--- config.mk ---
export PLATFORM = sky130hd
export DESIGN_NAME = alu_seq_sliced
export DESIGN_NICKNAME = d
export VERILOG_FILES = /design/src/rtl/alu_seq_pkg.sv /design/src/rtl/alu_slice.sv /design/src/rtl/alu_seq_sliced.sv
export SDC_FILE = /design/constraint.sdc
export NUM_CORES = 1
export LEC_CHECK = 0
export ABC_AREA = 1
export ABC_CLOCK_PERIOD_IN_PS = 4200
export CELL_PAD_IN_SITES_DETAIL_PLACEMENT = 1
export CELL_PAD_IN_SITES_GLOBAL_PLACEMENT = 1
export CORE_AREA = 2 2 105 107
export CTS_CLUSTER_DIAMETER = 150
export DETAILED_ROUTE_END_ITERATION = 10
export DIE_AREA = 0 0 107 109
export GPL_TIMING_DRIVEN = 0
export PLACE_DENSITY_LB_ADDON = 0.1
export SLEW_MARGIN = 20
export SYNTH_ARGS = -nofsm -noshare
export SYNTH_HDL_FRONTEND = slang
export SYNTH_HIERARCHICAL = 1
export SYNTH_SLANG_ARGS = --single-unit
--- constraint.sdc ---
create_clock -name clk -period 4.2 [get_ports clk]
set_input_delay 1.05 -clock clk [delete_from_list [all_inputs] [get_ports clk]]
set_output_delay 1.05 -clock clk [all_outputs]
set_load 0.05 [all_outputs]
--- src/rtl/alu_seq_pkg.sv ---
// Shared constants for the sliced sequential ALU: op selects and FSM encoding.
package alu_seq_pkg;

    // Logic-mode function selects (m=1); values 8..15 also pass a.
    localparam logic [3:0] LOP_AND    = 4'd0;
    localparam logic [3:0] LOP_OR     = 4'd1;
    localparam logic [3:0] LOP_XOR    = 4'd2;
    localparam logic [3:0] LOP_NAND   = 4'd3;
    localparam logic [3:0] LOP_NOR    = 4'd4;
    localparam logic [3:0] LOP_XNOR   = 4'd5;
    localparam logic [3:0] LOP_NOT_A  = 4'd6;
    localparam logic [3:0] LOP_PASS_B = 4'd7;
    localparam logic [3:0] LOP_PASS_A = 4'd8;

    // Arithmetic-mode select, decoded from s[0] only.
    localparam logic AOP_ADD = 1'b0;
    localparam logic AOP_SUB = 1'b1;

    // FSM state encoding.
    typedef logic [1:0] state_t;
    localparam state_t ST_IDLE = 2'd0;
    localparam state_t ST_RUN  = 2'd1;
    localparam state_t ST_DONE = 2'd2;

endpackage

--- src/rtl/alu_slice.sv ---
// Combinational SLICE_W-bit ALU slice: ripple-carry adder plus bitwise logic mux.
module alu_slice
    import alu_seq_pkg::*;
#(
    parameter int unsigned SLICE_W = 4
) (
    input  logic [SLICE_W-1:0] a_s,
    input  logic [SLICE_W-1:0] b_s,
    input  logic [3:0]         s,
    input  logic               m,
    input  logic               cin,
    output logic [SLICE_W-1:0] f_s,
    output logic               cout_s,
    output logic               cmsb_s
);

    logic [SLICE_W-1:0] b_eff;
    logic [SLICE_W-1:0] sum;
    logic [SLICE_W-1:0] lres;
    logic               cy;
    logic               cmsb;

    // Ripple chain; cmsb is the carry entering the slice's top bit.
    always_comb begin
        b_eff = (s[0] == AOP_SUB) ? ~b_s : b_s;
        sum   = '0;
        cy    = cin;
        cmsb  = 1'b0;
        for (int unsigned i = 0; i < SLICE_W; i++) begin
            if (i == SLICE_W - 1) begin
                cmsb = cy;
            end
            sum[i] = a_s[i] ^ b_eff[i] ^ cy;
            cy     = (a_s[i] & b_eff[i]) | (cy & (a_s[i] ^ b_eff[i]));
        end
    end

    always_comb begin
        lres = a_s;
        case (s)
            LOP_AND:    lres = a_s & b_s;
            LOP_OR:     lres = a_s | b_s;
            LOP_XOR:    lres = a_s ^ b_s;
            LOP_NAND:   lres = ~(a_s & b_s);
            LOP_NOR:    lres = ~(a_s | b_s);
            LOP_XNOR:   lres = ~(a_s ^ b_s);
            LOP_NOT_A:  lres = ~a_s;
            LOP_PASS_B: lres = b_s;
            default:    lres = a_s;
        endcase
    end

    assign f_s    = m ? lres : sum;
    assign cout_s = m ? 1'b0 : cy;
    assign cmsb_s = m ? 1'b0 : cmsb;

endmodule

--- src/rtl/alu_seq_sliced.sv ---
// Multi-cycle ALU computing WIDTH bits one SLICE_W slice per clock, LS slice first.
// Signed-overflow flag is built only when ALU_SEQ_OVF_EN is defined; otherwise ovf=0.
module alu_seq_sliced
    import alu_seq_pkg::*;
#(
    parameter int unsigned WIDTH   = 16,
    parameter int unsigned SLICE_W = 4
) (
    input  logic             clk,
    input  logic             rst,
    input  logic             in_valid,
    output logic             in_ready,
    input  logic [WIDTH-1:0] a,
    input  logic [WIDTH-1:0] b,
    input  logic [3:0]       s,
    input  logic             m,
    input  logic             cn,
    output logic             out_valid,
    input  logic             out_ready,
    output logic [WIDTH-1:0] f,
    output logic             cout,
    output logic             p,
    output logic             g,
    output logic             zero,
    output logic             ovf
);

    localparam int unsigned NSLICE = WIDTH / SLICE_W;
    localparam int unsigned IDX_W  = (NSLICE > 1) ? $clog2(NSLICE) : 1;
    localparam logic [IDX_W-1:0] IDX_LAST = IDX_W'(NSLICE - 1);

    state_t             state_q, state_d;
    logic [WIDTH-1:0]   a_q, a_d;
    logic [WIDTH-1:0]   b_q, b_d;
    logic [WIDTH-1:0]   f_q, f_d;
    logic [3:0]         s_q, s_d;
    logic               m_q, m_d;
    logic [IDX_W-1:0]   idx_q, idx_d;
    logic               carry_q, carry_d;
    logic               in_ready_q, in_ready_d;
    logic               out_valid_q, out_valid_d;
    logic               cout_q, cout_d;
    logic               p_q, p_d;
    logic               g_q, g_d;
    logic               zero_q, zero_d;

    logic [SLICE_W-1:0] a_sl, b_sl, f_sl;
    logic               cout_sl;
`ifdef ALU_SEQ_OVF_EN
    logic               cmsb_sl;
    logic               ovf_q, ovf_d;
`else
    logic               unused_cmsb;
`endif

    assign a_sl = a_q[idx_q*SLICE_W +: SLICE_W];
    assign b_sl = b_q[idx_q*SLICE_W +: SLICE_W];

    alu_slice #(
        .SLICE_W (SLICE_W)
    ) u_slice (
        .a_s    (a_sl),
        .b_s    (b_sl),
        .s      (s_q),
        .m      (m_q),
        .cin    (carry_q),
        .f_s    (f_sl),
        .cout_s (cout_sl),
`ifdef ALU_SEQ_OVF_EN
        .cmsb_s (cmsb_sl)
`else
        .cmsb_s (unused_cmsb)
`endif
    );

    // Next-state and datapath update.
    always_comb begin
        state_d     = state_q;
        a_d         = a_q;
        b_d         = b_q;
        f_d         = f_q;
        s_d         = s_q;
        m_d         = m_q;
        idx_d       = idx_q;
        carry_d     = carry_q;
        out_valid_d = out_valid_q;
        cout_d      = cout_q;
        p_d         = p_q;
        g_d         = g_q;
        zero_d      = zero_q;
`ifdef ALU_SEQ_OVF_EN
        ovf_d       = ovf_q;
`endif
        case (state_q)
            ST_IDLE: begin
                if (in_valid && in_ready_q) begin
                    a_d     = a;
                    b_d     = b;
                    s_d     = s;
                    m_d     = m;
                    carry_d = m ? 1'b0 : cn;
                    idx_d   = '0;
                    p_d     = |(a | b);
                    g_d     = &(a & b);
                    state_d = ST_RUN;
                end
            end
            ST_RUN: begin
                f_d[idx_q*SLICE_W +: SLICE_W] = f_sl;
                carry_d = cout_sl;
                idx_d   = IDX_W'(idx_q + 1'b1);
                if (idx_q == IDX_LAST) begin
                    cout_d      = cout_sl;
                    zero_d      = (f_d == '0);
`ifdef ALU_SEQ_OVF_EN
                    ovf_d       = cmsb_sl ^ cout_sl;
`endif
                    out_valid_d = 1'b1;
                    idx_d       = '0;
                    state_d     = ST_DONE;
                end
            end
            ST_DONE: begin
                if (out_ready) begin
                    out_valid_d = 1'b0;
                    state_d     = ST_IDLE;
                end
            end
            default: state_d = ST_IDLE;
        endcase
        in_ready_d = (state_d == ST_IDLE);
    end

    always_ff @(posedge clk) begin
        if (rst) begin
            state_q     <= ST_IDLE;
            a_q         <= '0;
            b_q         <= '0;
            f_q         <= '0;
            s_q         <= '0;
            m_q         <= 1'b0;
            idx_q       <= '0;
            carry_q     <= 1'b0;
            in_ready_q  <= 1'b1;
            out_valid_q <= 1'b0;
            cout_q      <= 1'b0;
            p_q         <= 1'b0;
            g_q         <= 1'b0;
            zero_q      <= 1'b0;
`ifdef ALU_SEQ_OVF_EN
            ovf_q       <= 1'b0;
`endif
        end else begin
            state_q     <= state_d;
            a_q         <= a_d;
            b_q         <= b_d;
            f_q         <= f_d;
            s_q         <= s_d;
            m_q         <= m_d;
            idx_q       <= idx_d;
            carry_q     <= carry_d;
            in_ready_q  <= in_ready_d;
            out_valid_q <= out_valid_d;
            cout_q      <= cout_d;
            p_q         <= p_d;
            g_q         <= g_d;
            zero_q      <= zero_d;
`ifdef ALU_SEQ_OVF_EN
            ovf_q       <= ovf_d;
`endif
        end
    end

    assign in_ready  = in_ready_q;
    assign out_valid = out_valid_q;
    assign f         = f_q;
    assign cout      = cout_q;
    assign p         = p_q;
    assign g         = g_q;
    assign zero      = zero_q;
`ifdef ALU_SEQ_OVF_EN
    assign ovf       = ovf_q;
`else
    assign ovf       = 1'b0;
`endif

endmodule

==> flow_summary.ini <==
[logic_synthesis]
ys_warn_count = 6
syn_area_mm2 = 0.003907
synth.avg_cell_area_um2 = 6.523
synthCells = 599
synth_nets = 659

[sta]
fmax_mhz = 254.3
whs_ns = 0.4684
worstMarginPinSlew_ns = 0.6021
relSlewSlack = 0.5986
setup_viol = 0
drv_slew = 0
skew_ns = 0.01820
post-route-period-util = 0.9364
fin_crit_ns = 3.933
finalHoldViolations = 0
setup_ws_ns = 0.2670
rsz0062_at_grt = no

[status]
status = finished clean

[routing]
drt_first_pass_iters = 4
wire_per_inst_um = 14.91
postRouteAntennaNets = 0
drc_errors = 0
viasPerCell = 5.011
num_vias = 4104
drt_iter0_drc = 111
finalWirelength_um = 12210

[cells_and_area]
final_common_cell = nor2_1
fin_util = 0.4679
n_antenna_cell = 0
most-common-layout-cells = nor2_1, nand2_1, inv_1
area_growth_pct = 26.96
drive_gt1_frac = 0.08837
nNetsFinal = 734
fillers = 1400

[place]
place_hpwl_um = 9659
gp_congestion = 0.8518
dp_slack_ns = -0.1963
numPortBuffers = 62

[grt]
grt_pass1_vias = 4215
grt_max_degree = 13
antenna_found_initial = 0
met3_usage = 0.04184
overflow = 0
grt-busiest-layer = met2
met1_usage = 0.2659
grtUsageTotal = 0.2215
grtUsageMet2 = 0.4054
grt_pass1_wl_um = 20170

[critical_path]
start_kind = flip-flop
reg2reg_from = idx_q[0]$_SDFFE_PP0P_
end_kind = flip-flop
worstPathArrival_ns = 4.15
cp-startpoint = idx_q[0]$_SDFFE_PP0P_
cp_max_fo = 12
reg2reg_depth = 23
setup.worst_path.class = flip-flop to flip-flop
required_ns = 4.41

[cts]
cts_buffer_depth = 2
cts.sinks = 64
clk_latency_ns = 0.36
clk_transition_reported_paths_ns = 0.08
root_buffer = clkbuf_8
cts_tree = yes
h-tree-depth = 3
cts_buffers = 9

[power_and_ir_drop]
power_frac_seq = 0.354
ir_drop_uv = 173.2
p_leak_nw = 2.248
power_switching_mw = 0.7390
clkPwrFrac = 0.299
power.density_mw_per_mm2 = 405.4
cell_internal_pwr_mw = 1.272
p_sw_frac = 0.3675
pwr-share-comb = 0.348

[hold_path]
hp-class = flip-flop to flip-flop
min-delay-start = zero$_SDFFE_PP0P_
whs_path_depth = 2

[floorplanning]
rows = 38
die_h_um = 109
core_area_mm2 = 0.01060
fp.dieArea_mm2 = 0.01166
die-width_um = 107
start_util = 0.3685
ios = 65

[run]
max_cap_violations = 0
==> worst max-delay path: stages (launching register included) <==
cell      delay (ns)
dfxtp_2         0.36
inv_1           0.11
clkbuf_4        0.21
buf_6           0.17
nor2_1          0.06
o22ai_2         0.25
inv_2           0.11
fa_1            0.42
inv_1           0.08
fa_1            0.16
inv_1           0.05
fa_1            0.37
fa_1            0.43
or2_1           0.22
nand2_1         0.09
nand2_1         0.08
nor2_1          0.14
nand2_1         0.09
nand2_1         0.08
nor2_1          0.05
nand2_1         0.05
nor2_1          0.04
nand2_1         0.08
a21oi_1         0.07
==> area by class of cell <==
class                      instances  area (um2)  area share
timing repair buffer              64       635.6      0.1281
tap                              140       175.2     0.03531
sequential                        64        1282      0.2585
clock inverter                     3       65.06     0.01311
clock buffer                      13       148.9     0.03001
buffer                            26       167.7     0.03380
multi-input combinational        427        2176      0.4386
inverter                          82       310.3     0.06255
==> power groups by stage <==
stage               Clock (mW)  Combinational, mW  Sequential, mW
finish                   0.600              0.700           0.711
global route             0.637              0.792           0.718
CTS                      0.611              0.700           0.711
detailed placement           0              0.692           0.725
global placement             0              0.670           0.722
floorplan                    0              0.409           0.774
==> worst paths after layout <==
check	endpoint	slack (ns)
max	zero$_SDFFE_PP0P_	0.27
min	zero$_SDFFE_PP0P_	0.47
max reg2reg	zero$_SDFFE_PP0P_	0.27
min reg2reg	zero$_SDFFE_PP0P_	0.47
==> what timing repair did <==
item                                    4_1_cts  5_1_grt
buffers inserted                              0        2
hold buffers                                  0        0
endpoints found under the hold margin         0        0
pin swaps                                     0        2
endpoints found under the setup margin        1        3
gates resized for setup                       4        8
==> state kept, by name, indices dropped and copies added, names as in the netlist, 2 cells and up <==
| register | cells |
|---|---|
| state_q | 2 |
| f | 16 |
| s_q | 4 |
| a_q | 16 |
| b_q | 16 |
| idx_q | 2 |
==> metal layers <==
metal	up-vias	part of all wire
li1	2072	-
met1	1953	0.46
met2	66	0.50
met3	13	0.029
met4	0	0.013
met5	-	0
==> per-stage QoR <==
stage          area (um2)  TNS [ns]  std cells  total power [mW]
6_report             4961         0        819             2.011
3_3_place_gp         4703   -0.1136        801             1.391
5_1_grt              4961         0        819             2.148
4_1_cts              4932         0        817             2.022
3_5_place_dp         4703   -0.1963        801             1.417
2_1_floorplan        3908         0        599             1.183
Power figures use the tool's default switching activity.
